**src/rtl/logic_gate_pipe_if.sv**
```systemverilog
// Handshake bundle for logic_gate_pipe: input side (a, b, op) and output side (c, any).
// Modports: master drives operands and out_ready; slave is the pipeline itself.
interface logic_gate_pipe_if #(
    parameter int WIDTH = 8
);
    logic             in_valid;
    logic             in_ready;
    logic [WIDTH-1:0] in_a;
    logic [WIDTH-1:0] in_b;
    logic [2:0]       in_op;
    logic             out_valid;
    logic             out_ready;
    logic [WIDTH-1:0] out_c;
    logic             out_any;

    modport master (
        output in_valid, in_a, in_b, in_op, out_ready,
        input  in_ready, out_valid, out_c, out_any
    );

    modport slave (
        input  in_valid, in_a, in_b, in_op, out_ready,
        output in_ready, out_valid, out_c, out_any
    );
endinterface

```
**src/rtl/logic_gate_pipe.sv**
```systemverilog
// Bitwise 2-operand logic op (OR/AND/XOR/NOR/NAND/XNOR/A/~A) behind a STAGES-deep elastic pipe.
// Ports: clk, rst_n (async low), bus (slave modport), stat_count when LOGIC_GATE_STATS_EN is defined.
module logic_gate_pipe #(
    parameter int WIDTH  = 8,
    parameter int STAGES = 2
) (
    input  logic              clk,
    input  logic              rst_n,
    logic_gate_pipe_if.slave  bus
`ifdef LOGIC_GATE_STATS_EN
    ,
    output logic [15:0]       stat_count
`endif
);
    localparam int LAST = STAGES - 1;

    logic [STAGES-1:0] valid_q;
    logic [STAGES-1:0] any_q;
    logic [STAGES-1:0] adv;
    logic [WIDTH-1:0]  data_q [STAGES];
    logic [WIDTH-1:0]  op_res;
    logic              accept;

    always_comb begin
        op_res = '0;
        unique case (bus.in_op)
            3'd0: op_res = bus.in_a | bus.in_b;
            3'd1: op_res = bus.in_a & bus.in_b;
            3'd2: op_res = bus.in_a ^ bus.in_b;
            3'd3: op_res = ~(bus.in_a | bus.in_b);
            3'd4: op_res = ~(bus.in_a & bus.in_b);
            3'd5: op_res = ~(bus.in_a ^ bus.in_b);
            3'd6: op_res = bus.in_a;
            3'd7: op_res = ~bus.in_a;
        endcase
    end

    // Advance chain is evaluated from the output back so ready ripples
    // combinationally through a full pipe in one cycle.
    always_comb begin
        adv = '0;
        adv[LAST] = valid_q[LAST] & bus.out_ready;
        for (int k = LAST - 1; k >= 0; k--) begin
            adv[k] = valid_q[k] & (~valid_q[k+1] | adv[k+1]);
        end
    end

    assign bus.in_ready = ~valid_q[0] | adv[0];
    assign accept       = bus.in_valid & bus.in_ready;

    always_ff @(posedge clk or negedge rst_n) begin
        if (!rst_n) begin
            valid_q[0] <= 1'b0;
            any_q[0]   <= 1'b0;
            data_q[0]  <= '0;
        end else if (accept) begin
            valid_q[0] <= 1'b1;
            any_q[0]   <= |op_res;
            data_q[0]  <= op_res;
        end else if (adv[0]) begin
            valid_q[0] <= 1'b0;
        end
    end

    for (genvar g = 1; g < STAGES; g++) begin : g_stage
        always_ff @(posedge clk or negedge rst_n) begin
            if (!rst_n) begin
                valid_q[g] <= 1'b0;
                any_q[g]   <= 1'b0;
                data_q[g]  <= '0;
            end else if (adv[g-1]) begin
                valid_q[g] <= 1'b1;
                any_q[g]   <= any_q[g-1];
                data_q[g]  <= data_q[g-1];
            end else if (adv[g]) begin
                valid_q[g] <= 1'b0;
            end
        end
    end

    // Payload of the last stage only changes on a load, so out_c keeps
    // the last delivered word while the pipe is empty.
    assign bus.out_valid = valid_q[LAST];
    assign bus.out_c     = data_q[LAST];
    assign bus.out_any   = any_q[LAST];

`ifdef LOGIC_GATE_STATS_EN
    always_ff @(posedge clk or negedge rst_n) begin
        if (!rst_n) begin
            stat_count <= '0;
        end else if (accept && stat_count != 16'hFFFF) begin
            stat_count <= stat_count + 16'd1;
        end
    end
`endif
endmodule
```
**src/flat_wrapper.sv**
```systemverilog
// flat-port wrapper written by rule: the top's interface ports become plain ports
module logic_gate_pipe_flat 
#(
    parameter int WIDTH  = 8,
    parameter int STAGES = 2
)
  (clk, rst_n, bus_in_valid, bus_in_a, bus_in_b, bus_in_op, bus_out_ready, bus_in_ready, bus_out_valid, bus_out_c, bus_out_any);
  logic_gate_pipe_if #(.WIDTH(WIDTH)) bus_i ();
  input  logic clk;
  input  logic rst_n;
  input wire logic [$bits(bus_i.in_valid)-1:0] bus_in_valid;
  input wire logic [$bits(bus_i.in_a)-1:0] bus_in_a;
  input wire logic [$bits(bus_i.in_b)-1:0] bus_in_b;
  input wire logic [$bits(bus_i.in_op)-1:0] bus_in_op;
  input wire logic [$bits(bus_i.out_ready)-1:0] bus_out_ready;
  output wire logic [$bits(bus_i.in_ready)-1:0] bus_in_ready;
  output wire logic [$bits(bus_i.out_valid)-1:0] bus_out_valid;
  output wire logic [$bits(bus_i.out_c)-1:0] bus_out_c;
  output wire logic [$bits(bus_i.out_any)-1:0] bus_out_any;
  assign bus_i.in_valid = bus_in_valid;
  assign bus_i.in_a = bus_in_a;
  assign bus_i.in_b = bus_in_b;
  assign bus_i.in_op = bus_in_op;
  assign bus_i.out_ready = bus_out_ready;
  assign bus_in_ready = bus_i.in_ready;
  assign bus_out_valid = bus_i.out_valid;
  assign bus_out_c = bus_i.out_c;
  assign bus_out_any = bus_i.out_any;
  logic_gate_pipe #(.WIDTH(WIDTH), .STAGES(STAGES)) u_core (.clk(clk), .rst_n(rst_n), .bus(bus_i));
endmodule
```
**config.mk**
```make
export PLATFORM = sky130hd
export DESIGN_NAME = logic_gate_pipe_flat
export DESIGN_NICKNAME = d
export VERILOG_FILES = /design/src/rtl/logic_gate_pipe_if.sv /design/src/rtl/logic_gate_pipe.sv /design/src/flat_wrapper.sv
export SDC_FILE = /design/constraint.sdc
export NUM_CORES = 1
export LEC_CHECK = 0
export BUFFER_PORTS_ARGS = -buffer_cell sky130_fd_sc_hd__buf_2
export CAP_MARGIN = 10
export CORE_MARGIN = 4
export CORE_UTILIZATION = 59
export CTS_CLUSTER_SIZE = 25
export DETAILED_ROUTE_END_ITERATION = 7
export PLACE_DENSITY_LB_ADDON = 0.2
export SKIP_LAST_GASP = 1
export SLEW_MARGIN = 20
export SYNTH_ARGS = -nofsm -noshare
export SYNTH_HDL_FRONTEND = slang
export SYNTH_SLANG_ARGS = --single-unit
```
**constraint.sdc**
```tcl
create_clock -name clk -period 2.7 [get_ports clk]
set_clock_uncertainty 0.15 [all_clocks]
set_input_delay 0.54 -clock clk [delete_from_list [all_inputs] [get_ports clk]]
set_output_delay 0.54 -clock clk [all_outputs]
set_load 0.02 [all_outputs]
```
==> impl_metrics.toml <==
[clock_network]
root_buffer = "clkbuf_4"
cts_setup_buffers = 0
cts_buffer_depth = 2
numCtsBuffers = 3
clk_pin_slew_ps = 100
hold_buffers = 0
clock_sinks = 20
htree_levels = 1
insertion_delay_ps = 290
cts_tree = "done"
cts.repair.resized = 0

[floorplanning]
initial_core_util = 0.6420
die_area_um2 = 3732
row_count = 18
core_um2 = 2590
die_w_um = 61.09
fp.dieH_um = 61.09
io_pins = 34

[routing]
drc = 0
num_vias = 1396
drtAntennaViolNets = 0
routedWlPerCell_um = 14.22
dr.pass1.iters = 4
wl_um = 3298
drt_iter0_drc = 38
avgViaCountPerCell = 6.017

[grt]
grt.overflow.total = 0
grt_max_degree = 29
grt_pass1_wl_um = 5409
grt_pass1_vias = 1358
grt.total_usage = 0.1889
antenna_found_initial = 0

[setup_path]
cp-start-kind = "input port"
reg2reg_depth = 4
r2r_start = "u_core.valid_q[0]$_DFFE_PN0P_"
crit_chain = "buf_2 -> buf_4 -> nor2_1 -> a2111oi_0 -> a211oi_1 -> nor4_1 -> a31oi_1"
worst-setup-path-type = "in2reg"
crit_path_max_incr_delay_ps = 470
worstReg2RegEnd = "u_core.any_q[0]$_DFFE_PN0P_"
critPathMaxFanout = 19
end_kind = "register"
critPathTopFamily = "compound AO/OA/AOI/OAI gates"
worstPathRequired_ps = 2720
rrSetupSlack_ps = 1150
slowest_stage = "a2111oi_0"
critPathBufInv = 2
cp.arrival_ps = 2150

[sta]
finalHoldViolations = 0
final-setup-viol-count = 0
max_freq_mhz = 469.8
tightest_slew_ps = 463.8
drv_slew = 0
fin_crit_sh = 0.7884
relSlewSlack = 0.6828
tns_ps = 0
layout_setup_ws_ps = 571.4
fin_crit_ps = 2129
rsz0062_at_grt = "false"

[logic_synthesis]
ys_seq_area_frac = 0.3010
ys_types = 37
synth-async-reset-ratio = 1.000
synth_edf_count = 0
syn_nets = 221
yosysTopAreaCellShare = 0.3010
synth_area_leaders = "dfrtp_1, ha_1, mux2_2"
synth_cells = 182
syn_avg_cell_area_um2 = 9.137
yosysTopAreaCell = "dfrtp_1"
yosys_warnings = 0
mappedNetlistArea_um2 = 1663
ys_ff_latch = 20
synthFlopType = "dfrtp_1"

[final_layout]
fill_cells = 218
nets = 243
syn_to_final_growth_pct = 7.073
antenna_cells = 0
post-route-util = 0.6874
drive_gt1_frac = 0.2822

[outcome]
status = "finished, final reports clean"

[run]
cap_viol_max_count = 0

[power_and_ir_drop]
clkPwrFrac = 0.154
p_comb_frac = 0.385
power_density_nw_per_um2 = 485.7
seq_power_share = 0.461
intPower_w = 0.0005653
power_switching_w = 0.0002995
netSwitchingFraction = 0.3463
power_leakage_nw = 0.8511
worst_ir_drop_vdd_mv = 0.4019

[min_path]
hold_class = "in2async"

[place]
place_congestion = 0.7231
post-place-ws_ps = 309.5
hpwlAfterDp_um = 2602
port_buffers = 33
per-layer routing:
layer | up-vias | share of wire | GRT usage
li1 | 682 | - | -
met1 | 670 | 0.41 | 0.2023
met2 | 38 | 0.52 | 0.3474
met3 | 6 | 0.054 | 0.01677
met4 | 0 | 0.015 | 0.1269
met5 | - | 0 | 0
sequential cells by signal, indices dropped and copies added (netlist names):
name                  cells
u_core.any_q              1
u_core.bus.out_any        1
u_core.bus.out_c          8
u_core.bus.out_valid      1
u_core.data_q             8
u_core.valid_q            1
Yosys cell counts (2+ instances only):
cell type	count
a31oi_1	4
a2111oi_0	3
nand3_1	2
buf_2	5
o2111ai_1	2
nand3b_1	2
a211oi_1	4
nand2b_1	6
buf_4	10
mux2_2	17
ha_1	16
o221ai_1	2
nand2_1	11
inv_1	19
nor4_1	2
dfrtp_1	20
nor2b_1	5
o21ai_0	11
mux2i_1	5
nor2_1	6
a21oi_1	14
how the worst max path moves through the flow:
stage / from / to / cells past startpoint
after floorplan: bus_in_b[7] / u_core.any_q[0]$_DFFE_PN0P_ / 8
after global placement: bus_in_op[2] / u_core.any_q[0]$_DFFE_PN0P_ / 7
after detailed placement: bus_in_op[2] / u_core.any_q[0]$_DFFE_PN0P_ / 7
after CTS: bus_in_op[2] / u_core.any_q[0]$_DFFE_PN0P_ / 7
after global routing: bus_in_op[2] / u_core.any_q[0]$_DFFE_PN0P_ / 7
final: bus_in_op[2] / u_core.any_q[0]$_DFFE_PN0P_ / 7
logic make-up (layout without fill, tap and decap cells):
logic type	Yosys count	after routing	synth area share
buffers and inverters	37	57	0.1144
and+or+nand+nor	36	36	0.1136
muxes	23	23	0.1542
AOI/OAI and AO/OA	48	48	0.1859
xor gates and xnor gates	2	2	0.01054
adders and majority gates	16	16	0.1204
DFF	20	20	0.3010
power by group through the flow:
| stage | Clock [W] | Combinational, W | Sequential [W] |
|---|---|---|---|
| 2_1_floorplan | 0 | 0.000292 | 0.000397 |
| 3_3_place_gp | 0 | 0.000318 | 0.000401 |
| 3_5_place_dp | 0 | 0.000335 | 0.000407 |
| 4_1_cts | 0.000137 | 0.000335 | 0.000400 |
| 5_1_grt | 0.000151 | 0.000368 | 0.000408 |
| 6_report | 0.000133 | 0.000333 | 0.000399 |
final cells by class:
type	count	area [um2]	share of cell area
inverters	20	75.07	0.04216
flip-flops and latches	20	500.5	0.2811
multi-input cells	125	972.2	0.5460
repair buffers	34	172.7	0.09698
clock buffers	3	22.52	0.01265
well taps	30	37.54	0.02108
per-stage QoR:
step	hold WS, ps	area, um2	std cells	total power, W
after floorplan	94.41	1663	182	0.0006894
after global placement	317.4	1758	229	0.0007193
after detailed placement	345.0	1758	229	0.0007417
after CTS	28.01	1780	232	0.0008727
after global routing	38.17	1780	232	0.0009272
final	24.07	1780	232	0.0008648
placed cells by master, fill, tap and decap left out:
| cell | Yosys | layout |
|---|---|---|
| buf_2 | 5 | 33 |
| mux2i_1 | 5 | 5 |
| mux2_4 | 1 | 1 |
| a21oi_1 | 14 | 14 |
| ha_1 | 16 | 16 |
| a2111oi_0 | 3 | 3 |
| or3b_1 | 1 | 1 |
| o211ai_1 | 1 | 1 |
| a31oi_1 | 4 | 4 |
| o22ai_1 | 1 | 1 |
| o31ai_1 | 1 | 1 |
| inv_1 | 19 | 19 |
| o2111ai_1 | 2 | 2 |
| a311oi_1 | 1 | 1 |
| nand3b_1 | 2 | 2 |
| nor4_1 | 2 | 2 |
| o221ai_1 | 2 | 2 |
| buf_4 | 10 | 1 |
| a211oi_1 | 4 | 4 |
| o21ai_0 | 11 | 11 |
| nor4bb_1 | 1 | 1 |
| nor2b_1 | 5 | 5 |
| dfrtp_1 | 20 | 20 |
| nand2b_1 | 6 | 6 |
| a21oi_2 | 1 | 1 |
| nand2_1 | 11 | 11 |
| a2bb2oi_1 | 1 | 1 |
| mux2_2 | 17 | 17 |
| o22a_1 | 1 | 1 |
| xnor2_1 | 1 | 1 |
| nand3_1 | 2 | 2 |
| clkbuf_4 | 0 | 3 |
| xor2_1 | 1 | 1 |
| o221a_2 | 1 | 1 |
| clkinv_1 | 1 | 1 |
| nor2_1 | 6 | 6 |
(Power assumes the default switching activity.)
